<file path="config.mk">
export PLATFORM = sky130hd
export DESIGN_NAME = cv32e40p_mac_mem_seq
export DESIGN_NICKNAME = d
export VERILOG_FILES = /design/src/rtl/cv32e40p_mac_mem_seq_pkg.sv /design/src/rtl/cv32e40p_mac_mem_seq.sv
export SDC_FILE = /design/constraint.sdc
export NUM_CORES = 1
export LEC_CHECK = 0
export BUFFER_PORTS_ARGS = -buffer_cell sky130_fd_sc_hd__clkbuf_2
export CORE_ASPECT_RATIO = 1.25
export CORE_MARGIN = 5
export CORE_UTILIZATION = 45
export DETAILED_ROUTE_END_ITERATION = 10
export HOLD_SLACK_MARGIN = 0.08
export PLACE_DENSITY = 0.8
export SYNTH_ARGS = -nofsm -noshare
export SYNTH_HDL_FRONTEND = slang
export SYNTH_SLANG_ARGS = --single-unit
</file>
<file path="constraint.sdc">
create_clock -name clk -period 2.7 [get_ports clk]
set_clock_uncertainty 0.05 [all_clocks]
set_input_delay 0.405 -clock clk [delete_from_list [all_inputs] [get_ports clk]]
set_output_delay 0.405 -clock clk [all_outputs]
set_load 0.005 [all_outputs]
</file>
<file path="src/rtl/cv32e40p_mac_mem_seq_pkg.sv">
// Shared types and limits for the MAC/CON memory-side burst sequencer.
package cv32e40p_mac_mem_seq_pkg;

  typedef enum logic [1:0] {
    SEQ_IDLE  = 2'd0,
    SEQ_ISSUE = 2'd1,
    SEQ_DRAIN = 2'd2,
    SEQ_DONE  = 2'd3
  } mac_seq_state_e;

  localparam int unsigned MAC_SEQ_MAX_LEN = 16;

endpackage

</file>
<file path="src/rtl/cv32e40p_mac_mem_seq.sv">
// Memory-side sequencer for the MAC/CON accelerator: expands one burst command
// into OBI word requests, returns read words with a 1-based count.
module cv32e40p_mac_mem_seq
  import cv32e40p_mac_mem_seq_pkg::*;
#(
  parameter int unsigned STRIDE_B  = 4,
  parameter int unsigned MAX_OUTST = 2,
  parameter int unsigned LEN_W     = $clog2(MAC_SEQ_MAX_LEN) + 1
) (
  input  logic             clk,
  input  logic             rst_n,
  input  logic             cmd_valid_i,
  output logic             cmd_ready_o,
  input  logic             cmd_we_i,
  input  logic [31:0]      cmd_addr_i,
  input  logic [LEN_W-1:0] cmd_len_i,
  input  logic             abort_i,
  output logic [31:0]      cnt_o,
  output logic [31:0]      rdata_o,
  output logic             rdata_valid_o,
  input  logic [31:0]      wdata_i,
  output logic             busy_o,
  output logic             done_o,
  output logic             err_o,
  output logic             data_req_o,
  input  logic             data_gnt_i,
  output logic [31:0]      data_addr_o,
  output logic             data_we_o,
  output logic [3:0]       data_be_o,
  output logic [31:0]      data_wdata_o,
  input  logic             data_rvalid_i,
  input  logic [31:0]      data_rdata_i,
  input  logic             data_err_i
);

  localparam int unsigned CNT_W = LEN_W + 1;

  mac_seq_state_e   state_r, state_s;
  logic             we_r;
  logic [31:0]      addr_r;
  logic [LEN_W-1:0] len_r;
  logic [LEN_W-1:0] issued_r;
  logic [CNT_W-1:0] cnt_r;
  logic [1:0]       outst_r;
  logic             abort_seen_r;
  logic             bus_err_seen_r;
  logic [31:0]      rdata_r;
  logic             rdata_valid_r;
  logic             done_r;
  logic             err_r;

  logic             accept_s;
  logic             req_s;
  logic             gnt_s;
  logic             rsp_s;
  logic             active_s;

  // Next-state selection and the combinational OBI request/handshake terms
  always_comb begin
    state_s  = state_r;
    req_s    = 1'b0;
    accept_s = 1'b0;
    active_s = (state_r == SEQ_ISSUE) || (state_r == SEQ_DRAIN);
    case (state_r)
      SEQ_IDLE: begin
        if (cmd_valid_i) begin
          accept_s = 1'b1;
          if (cmd_len_i == {LEN_W{1'b0}}) begin
            state_s = SEQ_DONE;
          end else begin
            state_s = SEQ_ISSUE;
          end
        end else begin
          state_s = SEQ_IDLE;
        end
      end
      SEQ_ISSUE: begin
        // An abort withdraws a pending ungranted request in the same cycle
        if (abort_i || (issued_r == len_r)) begin
          state_s = SEQ_DRAIN;
        end else begin
          state_s = SEQ_ISSUE;
          req_s   = (outst_r < 2'(MAX_OUTST));
        end
      end
      SEQ_DRAIN: begin
        if (outst_r == 2'd0) begin
          state_s = SEQ_DONE;
        end else begin
          state_s = SEQ_DRAIN;
        end
      end
      SEQ_DONE: state_s = SEQ_IDLE;
      default:  state_s = SEQ_IDLE;
    endcase
    gnt_s = req_s && data_gnt_i;
    // Responses with nothing outstanding (e.g. stragglers across a reset) are dropped
    rsp_s = data_rvalid_i && active_s && (outst_r != 2'd0);
  end

  // Burst bookkeeping, bus address and registered accelerator-facing outputs
  always_ff @(posedge clk) begin
    if (!rst_n) begin
      state_r        <= SEQ_IDLE;
      we_r           <= 1'b0;
      addr_r         <= 32'h0000_0000;
      len_r          <= {LEN_W{1'b0}};
      issued_r       <= {LEN_W{1'b0}};
      cnt_r          <= {CNT_W{1'b0}};
      outst_r        <= 2'd0;
      abort_seen_r   <= 1'b0;
      bus_err_seen_r <= 1'b0;
      rdata_r        <= 32'h0000_0000;
      rdata_valid_r  <= 1'b0;
      done_r         <= 1'b0;
      err_r          <= 1'b0;
    end else begin
      state_r       <= state_s;
      done_r        <= (state_r == SEQ_DONE);
      err_r         <= (state_r == SEQ_DONE) && (abort_seen_r || bus_err_seen_r);
      rdata_valid_r <= rsp_s && !we_r;
      if (rsp_s && !we_r) begin
        rdata_r <= data_rdata_i;
      end
      if (accept_s) begin
        we_r           <= cmd_we_i;
        addr_r         <= cmd_addr_i;
        len_r          <= cmd_len_i;
        issued_r       <= {LEN_W{1'b0}};
        cnt_r          <= {CNT_W{1'b0}};
        outst_r        <= 2'd0;
        abort_seen_r   <= 1'b0;
        bus_err_seen_r <= 1'b0;
      end else begin
        if (gnt_s) begin
          issued_r <= issued_r + LEN_W'(1);
          addr_r   <= addr_r + 32'(STRIDE_B);
        end
        // Writes count grants, reads count delivered responses
        if ((gnt_s && we_r) || (rsp_s && !we_r)) begin
          cnt_r <= cnt_r + CNT_W'(1);
        end
        case ({gnt_s, rsp_s})
          2'b10:   outst_r <= outst_r + 2'd1;
          2'b01:   outst_r <= outst_r - 2'd1;
          default: outst_r <= outst_r;
        endcase
        if (rsp_s && data_err_i) begin
          bus_err_seen_r <= 1'b1;
        end
        if (abort_i && active_s) begin
          abort_seen_r <= 1'b1;
        end
      end
    end
  end

  assign cmd_ready_o   = (state_r == SEQ_IDLE);
  assign busy_o        = (state_r != SEQ_IDLE);
  assign cnt_o         = {{(32-CNT_W){1'b0}}, cnt_r};
  assign rdata_o       = rdata_r;
  assign rdata_valid_o = rdata_valid_r;
  assign done_o        = done_r;
  assign err_o         = err_r;
  assign data_req_o    = req_s;
  assign data_addr_o   = addr_r;
  assign data_we_o     = we_r;
  assign data_be_o     = 4'hF;
  assign data_wdata_o  = wdata_i;

endmodule

</file>
==> metrics.csv <==
stage,metric,value,unit
worst_setup_path,Reg2Reg Setup Slack,310,ps
cells_and_area,n_diodes,0,
sta,setup violators final,0,
cts,# clock sinks,90,
worst_setup_path,R2R Path Start,state_r[1],
outcome,status,completed,
cts,post-CTS sizing,0,
synthesis,most common cell in the synthesized netlist,nand2_1,
cells_and_area,fin cells,814,
worst_setup_path,Worst Path Arrival,2610,ps
power,total power,3.23,mW
worst_hold_path,hold crit path type,in2reg,
die,row count,41,
worst_setup_path,Critical Path Start Type,flop,
power,Comb power frac,12.5,%
global_routing,largest net degree at the start of global routing,44,
detailed_routing,vias per std cell,5.34,
power,Pint,2.37,mW
worst_setup_path,"delay-heaviest family, CP",simple AND/OR/NAND/NOR gates,
worst_setup_path,worst path cell trace,inv_1 -> ha_1 -> nor4bb_1 -> buf_4 -> nand3_2 -> a2111o_1 -> or3_1 -> a31oi_1,
detailed_routing,DRT antenna net count,0,
sta,setup TNS,0,ps
worst_setup_path,reg2reg path depth,8,
power,sequential group share of total power,45.3,%
synthesis,post-synth top area share,38.6,%
power,clock share of power,42.2,%
global_routing,number of global-route vias before repair,4174,
sta,Max-slew headroom,58.7,%
sta,Slew Limit Fails,0,
synthesis,Syn Area/Cell,8.18,um2
detailed_routing,met2 wire length,6.19,mm
synthesis,Synth area leader,dfxtp_1,
synthesis,Yosys warning total,0,
synthesis,mapped cell area,4660,um2
synthesis,library cells used by synthesis,49,
cells_and_area,area delta synth->final,18.6,%
global_routing,GRT overflow,0,
synthesis,#FFs+latches synth,90,
cts,CTS Buffer Depth,2,
detailed_routing,wire length per cell,15.0,um
sta,Max Freq,419,MHz
cts,CTS tree,done,
placement,Post-DP HPWL,9.52,mm
cts,worst skew pair latency,340,ps
worst_setup_path,"Slowest-stage cell, CP",a2111o_1,
worst_setup_path,CP Capture Type,flop,
synthesis,Post-synth ARST share,0,%
detailed_routing,Routed WL,12.2,mm
power,leak pwr,2.29,nW
power,Switching Fraction,26.6,%
die,die extent in x,101,um
synthesis,number of enable flip-flop cells after synthesis,0,
sta,worst slew pin tran,619,ps
detailed_routing,DR vias,4350,
worst_setup_path,crit path kind,reg2reg,
worst_hold_path,Hold Startpoint,data_rdata_i[21],
die,CORE AREA,10100,um2
detailed_routing,Iter 0 DRT Violations,197,
cts,number of H-tree levels,3,
worst_hold_path,hold depth,3,
cells_and_area,nets,797,
detailed_routing,Pre-antenna DRT Iters,4,
cts,"Reg clk slew, reported paths",70,ps
sta,final hold violations,0,
detailed_routing,M1 wire length,4.68,mm
die,full die area,12500,um2
job,max_cap viols,0,
sta,RSZ-0062 raised after global routing,no,
synthesis,most used flip-flop cell after synthesis,dfxtp_1,
global_routing,initial antenna violation count,0,
placement,port bufs,153,
placement,RePlAce Congestion,0.870,
detailed_routing,Met3 Wirelength,1.10,mm
cts,post-CTS setup buffer count,0,
synthesis,"top cells by count, synth","nand2_1, dfxtp_1, a21oi_1, buf_4, o21ai_0",
worst_setup_path,Reg-to-Reg End,data_addr_o[21],
synthesis,synth top area cells,"dfxtp_1, buf_4, nand2_1, a21oi_1, xnor2_1",
power,P per Cell Area,584,nW/um2
cts,total CTS buffers,9,
power,Worst VDD drop,0.280,mV
detailed_routing,drc violations,0,
power,sw power,859,uW
global_routing,GR Util All Layers,19.3,%
cts,hold bufs inserted after CTS,0,
global_routing,first-pass GRT wire length,19.4,mm
sta,fin crit period,2390,ps
worst_setup_path,Worst path max stage delay,420,ps
cells_and_area,fraction of layout cells with a size suffix above 1,29.3,%
die,Die Height,124,um
sta,Tcrit/Tclk final,88.4,%
die,I/O pins,248,
cts,Clock Tree Root,clkbuf_16,
die,Initial Util,46.1,%
synthesis,sequential area share after synthesis,38.6,%
worst_setup_path,Bufs and invs on worst path,2,
placement,Placed Cells incl. Taps,798,
synthesis,cells after synthesis,570,
worst_setup_path,critical-path maximum fanout,8,
detailed_routing,Max Used Layer,met4,
worst_setup_path,WP data required,2920,ps
worst_hold_path,Hold Path End,rdata_o[21],
## registers in the layout (all words and copies together) (netlist names)
register and cells:
data_addr_o 32, rdata_o 32, cnt_r 6, issued_r 5
len_r 5, outst_r 2, state_r 2, abort_seen_r 1
bus_err_seen_r 1, data_we_o 1, done_o 1, err_o 1
rdata_valid_o 1
## logic make-up (layout without fill, tap and decap cells)
kind of cell,after synthesis,in the layout,synth area share (%)
buf+inv,104,191,13.6
flops,90,90,38.6
other cells,2,30,0.161
xor+xnor,31,31,5.82
simple gates,183,183,18.5
fa+ha+maj,8,8,2.15
mux,3,3,0.644
compound gates,149,149,20.6
## cells in the final DEF (no fill, tap or decap), types with 5 or more instances in the layout
| cell type | netlist | final |
|---|---|---|
| and3_1 | 8 | 8 |
| a31oi_1 | 9 | 9 |
| nor2_1 | 24 | 22 |
| dfxtp_1 | 90 | 90 |
| inv_1 | 9 | 9 |
| ha_1 | 8 | 8 |
| conb_1 | 2 | 30 |
| clkbuf_2 | 0 | 153 |
| o21ai_0 | 29 | 29 |
| nand4_1 | 7 | 7 |
| nand3_1 | 26 | 26 |
| xor2_1 | 6 | 6 |
| a211oi_1 | 12 | 12 |
| buf_4 | 62 | 12 |
| a2111oi_2 | 7 | 7 |
| nand2_1 | 92 | 92 |
| clkbuf_16 | 0 | 9 |
| xnor2_1 | 25 | 25 |
| or3_1 | 5 | 5 |
| and4_1 | 5 | 5 |
| a21oi_1 | 67 | 67 |
## cell type report
cell class / instances / area, um2
clock buffers: 9 / 225
clock inverters: 7 / 101
fillers: 956 / 4580
inverters: 10 / 37.5
multi-input cells: 404 / 2340
flip-flops and latches: 90 / 1800
well taps: 129 / 161
repair buffers: 165 / 856
## worst max path at each step
| stage | from | end | cells past startpoint |
|---|---|---|---|
| after floorplan | state_r[1] | data_addr_o[21] | 8 |
| after global placement | state_r[1] | data_addr_o[21] | 8 |
| after detailed placement | state_r[1] | data_addr_o[21] | 8 |
| after CTS | state_r[1] | data_addr_o[21] | 8 |
| after global routing | state_r[1] | data_addr_o[21] | 8 |
| final | state_r[1] | data_addr_o[21] | 8 |
## worst register-to-register path: stages (launching register included)
cell and delay [ps]:
dfxtp_1 330, inv_1 90, ha_1 220, nor4bb_1 290, buf_4 220, nand3_2 180
a2111o_1 420, or3_1 380, a31oi_1 160
## power by group through the flow
stage,logic [mW],clock network (mW),registers (mW)
final,0.404,1.36,1.46
after global routing,0.452,1.45,1.47
after CTS,0.406,1.39,1.46
after detailed placement,0.403,0,1.49
after global placement,0.392,0,1.49
after floorplan,0.294,0,1.48
## stage by stage
stage               hold slack [ps]  worst slack, ps  utilization, %  cell area (um2)
finish                          233              313            54.7             5530
global route                    234              101            54.7             5530
CTS                             221              316            54.7             5530
detailed placement              394              335            51.5             5200
global placement                391              459            51.5             5200
floorplan                       378              616               -             4770
## layer usage
metal | track usage, % | vias up
met5 | 0 | -
met4 | 8.15 | 0
met3 | 4.76 | 29
met2 | 34.2 | 195
met1 | 22.0 | 2010
li1 | - | 2116
(Power assumes the default switching activity.)
